File: src/rtl/pin_mon_sub.sv
`default_nettype none
// ============================================================================
// Module   : pin_mon_sub
// Purpose  : Gated pin monitor. Counts reference-pin rising edges and flags
//            toggling pins over back-to-back gate windows. Optional 3-sample
//            majority glitch filter enabled by PIN_MON_GLITCH_FILT_EN.
// Revision : 1.0 - initial release
// ============================================================================
module pin_mon_sub #(
   parameter int PIN_W = 20,
   parameter int CNT_W = 32
) (
   input  logic             sys_clk,
   input  logic             sys_rst_n,
   input  logic             sw_en,
   input  logic             set_gate_en,
   input  logic [CNT_W-1:0] set_gate,
   input  logic [4:0]       set_sel,
   input  logic [PIN_W-1:0] pins_in,
   output logic [CNT_W-1:0] meas_cnt,
   output logic [PIN_W-1:0] meas_pins,
   output logic             meas_valid,
   output logic             busy
);

   localparam logic [CNT_W-1:0] c_gate_rst = CNT_W'(1000);
   localparam logic [CNT_W-1:0] c_cnt_one  = CNT_W'(1);
   localparam logic [CNT_W-1:0] c_cnt_max  = '1;
   localparam logic [PIN_W-1:0] c_pin_one  = PIN_W'(1);
`ifdef PIN_MON_GLITCH_FILT_EN
   localparam logic [2:0]       c_fill     = 3'd6;
`else
   localparam logic [2:0]       c_fill     = 3'd3;
`endif

   typedef enum logic [1:0] {
      S_IDLE = 2'd0,
      S_GATE = 2'd1,
      S_DONE = 2'd2
   } state_t;

   state_t           r_state;
   logic [PIN_W-1:0] r_sync1;
   logic [PIN_W-1:0] r_sync2;
   logic [PIN_W-1:0] r_prev;
   logic [2:0]       r_arm;
   logic [CNT_W-1:0] r_gate;
   logic [4:0]       r_sel;
   logic [CNT_W-1:0] r_gcnt;
   logic [CNT_W-1:0] r_ecnt;
   logic [PIN_W-1:0] r_tmask;
   logic [CNT_W-1:0] r_meas_cnt;
   logic [PIN_W-1:0] r_meas_pins;
   logic             r_meas_valid;
   logic             r_busy;

   logic [PIN_W-1:0] w_det;
   logic             w_armed;
   logic [PIN_W-1:0] w_rise;
   logic [PIN_W-1:0] w_tog;
   logic             w_sel_rise;
   logic [CNT_W-1:0] w_ecnt_nxt;
   logic [PIN_W-1:0] w_tmask_nxt;
   logic             w_last;

   always_ff @(posedge sys_clk or negedge sys_rst_n) begin
      if (!sys_rst_n) begin
         r_sync1 <= '0;
         r_sync2 <= '0;
      end else begin
         r_sync1 <= pins_in;
         r_sync2 <= r_sync1;
      end
   end

`ifdef PIN_MON_GLITCH_FILT_EN
   logic [PIN_W-1:0] r_hist1;
   logic [PIN_W-1:0] r_hist2;
   logic [PIN_W-1:0] r_filt;
   logic [PIN_W-1:0] w_maj;

   assign w_maj = (r_sync2 & r_hist1) | (r_sync2 & r_hist2) | (r_hist1 & r_hist2);

   always_ff @(posedge sys_clk or negedge sys_rst_n) begin
      if (!sys_rst_n) begin
         r_hist1 <= '0;
         r_hist2 <= '0;
         r_filt  <= '0;
      end else begin
         r_hist1 <= r_sync2;
         r_hist2 <= r_hist1;
         r_filt  <= w_maj;
      end
   end

   assign w_det = r_filt;
`else
   assign w_det = r_sync2;
`endif

   // Detection stays blind until the whole pipeline holds real pin samples,
   // so the post-reset fill never registers as an edge.
   always_ff @(posedge sys_clk or negedge sys_rst_n) begin
      if (!sys_rst_n) begin
         r_prev <= '0;
         r_arm  <= 3'd0;
      end else begin
         r_prev <= w_det;
         if (r_arm != c_fill) begin
            r_arm <= r_arm + 3'd1;
         end
      end
   end

   assign w_armed     = (r_arm == c_fill);
   assign w_rise      = w_armed ? (w_det & ~r_prev) : '0;
   assign w_tog       = w_armed ? (w_det ^ r_prev) : '0;
   assign w_sel_rise  = |(w_rise & (c_pin_one << r_sel));
   assign w_ecnt_nxt  = (w_sel_rise && (r_ecnt != c_cnt_max)) ? r_ecnt + c_cnt_one : r_ecnt;
   assign w_tmask_nxt = r_tmask | w_tog;
   assign w_last      = (r_gcnt == r_gate - c_cnt_one);

   always_ff @(posedge sys_clk or negedge sys_rst_n) begin
      if (!sys_rst_n) begin
         r_state      <= S_IDLE;
         r_gate       <= c_gate_rst;
         r_sel        <= 5'd0;
         r_gcnt       <= '0;
         r_ecnt       <= '0;
         r_tmask      <= '0;
         r_meas_cnt   <= '0;
         r_meas_pins  <= '0;
         r_meas_valid <= 1'b0;
         r_busy       <= 1'b0;
      end else begin
         r_meas_valid <= 1'b0;
         case (r_state)
            S_IDLE: begin
               if (set_gate_en) begin
                  r_gate <= (set_gate == '0) ? c_cnt_one : set_gate;
                  r_sel  <= (int'(set_sel) >= PIN_W) ? 5'd0 : set_sel;
               end else if (sw_en) begin
                  r_state <= S_GATE;
                  r_busy  <= 1'b1;
                  r_gcnt  <= '0;
                  r_ecnt  <= '0;
                  r_tmask <= '0;
               end
            end
            S_GATE: begin
               if (!sw_en) begin
                  r_state <= S_IDLE;
                  r_busy  <= 1'b0;
               end else begin
                  r_ecnt  <= w_ecnt_nxt;
                  r_tmask <= w_tmask_nxt;
                  // Results take the next-state values so a final-cycle edge counts.
                  if (w_last) begin
                     r_state      <= S_DONE;
                     r_busy       <= 1'b0;
                     r_meas_cnt   <= w_ecnt_nxt;
                     r_meas_pins  <= w_tmask_nxt;
                     r_meas_valid <= 1'b1;
                  end else begin
                     r_gcnt <= r_gcnt + c_cnt_one;
                  end
               end
            end
            S_DONE: begin
               if (sw_en) begin
                  r_state <= S_GATE;
                  r_busy  <= 1'b1;
                  r_gcnt  <= '0;
                  r_ecnt  <= '0;
                  r_tmask <= '0;
               end else begin
                  r_state <= S_IDLE;
               end
            end
            default: begin
               r_state <= S_IDLE;
               r_busy  <= 1'b0;
            end
         endcase
      end
   end

   assign meas_cnt   = r_meas_cnt;
   assign meas_pins  = r_meas_pins;
   assign meas_valid = r_meas_valid;
   assign busy       = r_busy;

endmodule
`default_nettype wire
File: config.mk
export PLATFORM = sky130hd
export DESIGN_NAME = pin_mon_sub
export DESIGN_NICKNAME = d
export VERILOG_FILES = /design/src/rtl/pin_mon_sub.sv
export SDC_FILE = /design/constraint.sdc
export NUM_CORES = 1
export LEC_CHECK = 0
export ABC_AREA = 1
export BUFFER_PORTS_ARGS = -buffer_cell sky130_fd_sc_hd__clkbuf_2
export CAP_MARGIN = 20
export CORE_MARGIN = 1.5
export CORE_UTILIZATION = 30
export DETAILED_ROUTE_END_ITERATION = 16
export PLACE_DENSITY = 0.43
export SYNTH_ARGS = -nofsm -noshare
export SYNTH_HDL_FRONTEND = slang
export SYNTH_SLANG_ARGS = --single-unit
export TNS_END_PERCENT = 10
File: constraint.sdc
create_clock -name sys_clk -period 7.22 [get_ports sys_clk]
set_input_delay 0.361 -clock sys_clk [delete_from_list [all_inputs] [get_ports sys_clk]]
set_output_delay 0.361 -clock sys_clk [all_outputs]
set_load 0.01 [all_outputs]
==> flow_summary.toml <==
[outcome]
outcome = "completed"

[layout]
layout-area-overhead-vs-synth_pct = 19.17
drive_gt1_share_pct = 10.64
final_cell_mix = "nand2_1 (602), dfrtp_1 (234), inv_1 (183)"
finalNetCount = 1889
diodes = 0
fillers = 4485
final_common_cell = "nand2_1"
stdcell_count = 2363

[timing]
finClkSkew_ns = 0.04523
slew_headroom_pct = 31.52
slew_viol_final = 0
hold_violations = 0
max_freq_mhz = 276.7
timing.final.ws_setup_ns = 3.606
hold_ws_ns = 0.03665
fin_crit_ns = 3.614
tightest_slew_ns = 1.026
fin_crit_sh_pct = 50.05
rsz0062_at_grt = "no"
finalSetupViolations = 0
fin_setup_tns_ns = 0

[synth]
synth_nets = 1762
post-synth-top-area-cell = "dfrtp_1"
syn_area_sq_um = 12720
synth_seq_cells = 240
postSynthCellCount = 1676
yosysWarnings = 0
ys_top_cells_by_area = "dfrtp_1 (46%), nand2_1 (18%), inv_1 (5.4%), xor2_1 (5.0%), nor2_1 (4.7%)"
synth.distinct_cells = 27
synth_top_area_share_pct = 46.04
ys_seq_area_share_pct = 47.28
avgSynthCellArea_sq_um = 7.589

[worst_setup_path]
crit_path_cell_trace = "nor2_1, nand2_1, inv_2, a21oi_1, nand2_1, buf_4, nand2_2, nand2_1, nand2_1"
startpoint_type = "register"
path_common_cell = "nand2_1"
critPathBufInv = 2
required_ns = 7.67
worstSetupEndpointType = "register"
crit_path_top_delay_cell = "inv_2"
arrival_ns = 4.07
cp_max_fo = 55
crit_type = "reg -> reg"
cpPeakStageDelay_ns = 0.84
crit_family = "simple AND/OR/NAND/NOR gates"

[cts]
cts_tree = "built"
cts_setup_buffers = 0
clock_path_buffers = 3
cts_buffers = 30
htree_levels = 1
holdBufCountCts = 32
cts_root_buf = "clkbuf_16"
clk_pin_slew_ns = 0.06
cts_sinks = 240
clk_latency_ns = 0.61
cts.repair.resized = 0

[grt]
antenna_found_initial = 0
track_usage_pct = 17.50
grt-ovfl-total = 0
grt_pass1_vias = 11052
grt_pass1_wl_um = 61350
grt_max_degree = 134

[place]
place_inst = 2278
portBuffers = 114
hpwl_um = 26090
place_ws_ns = 3.527
globalplace.congestion = 0.8627

[routing]
first_iter_violations = 522
detail_route.wl_per_cell_um = 15.79
postRouteAntennaNets = 0
post-route-drc-count = 0
firstDrtPassIters = 5
num_vias = 11013
vias_per_cell = 4.661
drt-total-wl_um = 37310

[power_and_ir_drop]
vdd_drop_max_v = 0.0002123
powerDensity_nw_per_um2 = 346.3
leakage_nw = 7.538

[floorplanning]
ios = 115
dieWidth_um = 208.9
initial_core_util_pct = 30.39
core-area_sq_um = 41850
die_h_um = 208.9
fp-row-count = 75
dieArea_sq_um = 43640

[hold_path]
min_path_type = "in -> reg"

[run]
drv_cap = 0
cell type report:
type / count / area (sq um) / share of cell area [%]
tap: 539 / 674.4 / 4.449
clock buffer: 41 / 862.1 / 5.687
inverter: 185 / 694.4 / 4.581
clock inverter: 12 / 193.9 / 1.279
timing repair buffer: 155 / 993.5 / 6.554
sequential: 240 / 6013 / 39.67
multi-input combinational: 1191 / 5727 / 37.78
worst paths after layout:
check	startpoint	endpoint	slack [ns]	cells after the start
max	r_state[0]$_DFFE_PN0P_	r_gcnt[30]$_DFFE_PN0P_	3.61	9
min	set_gate[17]	r_gate[17]$_DFFE_PN0P_	0.04	3
max reg2reg	r_state[0]$_DFFE_PN0P_	r_gcnt[30]$_DFFE_PN0P_	3.61	9
min reg2reg	r_sync1[13]$_DFF_PN0_	r_sync2[13]$_DFF_PN0_	0.35	0
max in group asynchronous	sys_rst_n	meas_cnt[7]$_DFFE_PN0P_	5.63	3
min in group asynchronous	sys_rst_n	r_gate[27]$_DFFE_PN0P_	0.39	2
through the flow:
stage	instance area, sq um	power [mW]	util [%]
floorplan	12720	3.137	-
global placement	13760	3.656	32.88
detailed placement	13780	3.680	32.93
CTS	15160	5.343	36.22
global route	15160	5.695	36.22
finish	15160	5.249	36.22
cell families after synthesis:
family,share of synthesized area (%)
AND/OR/NAND/NOR,31.64
buffers and inverters,7.722
flip-flops,47.28
AO/OA/AOI/OAI,4.702
XOR/XNOR,6.197
adder cells (fa/ha/maj),2.459
sequential cells by signal, indices dropped and copies added, names as in the netlist, 2 cells and up:
name / cells
r_sync2: 20
r_gcnt: 32
r_arm: 3
meas_pins: 20
r_gate: 32
meas_cnt: 32
r_sync1: 20
r_prev: 20
r_state: 2
r_tmask: 20
r_sel: 5
r_ecnt: 32
worst reg2reg max path, stage by stage (launching register included):
cell,delay (ns)
dfrtp_1,0.40
nor2_1,0.30
nand2_1,0.54
inv_2,0.84
a21oi_1,0.10
nand2_1,0.14
buf_4,0.40
nand2_2,0.48
nand2_1,0.21
nand2_1,0.06
routing by layer:
metal / track usage (%) / routed length, um
met1: 23.69 / 17570
met2: 29.33 / 17600
met3: 2.359 / 1191
met4: 4.673 / 946
met5: 0 / 0
cell usage after synthesis:
master,instances
clkbuf_1,43
nand2_2,5
buf_4,4
inv_1,183
nand4_1,52
nor2_4,4
o22ai_1,30
dfstp_2,6
nand3b_1,7
and2_1,2
o21ai_0,70
ha_1,25
dfrtp_1,234
xor2_1,73
buf_6,5
nand3_1,70
nor3_1,39
o21bai_1,2
o21ai_1,3
nor4_1,21
inv_2,2
xnor2_1,17
nand2_1,603
a21oi_1,6
nor2_2,4
buf_2,8
nor2_1,158
where the power goes:
group | total [mW] | switching [mW] | internal (mW)
sequential | 1.88 | 0.270 | 1.61
clock | 1.59 | 0.619 | 0.975
combinational | 1.77 | 1.21 | 0.567
(Power assumes the default switching activity.)
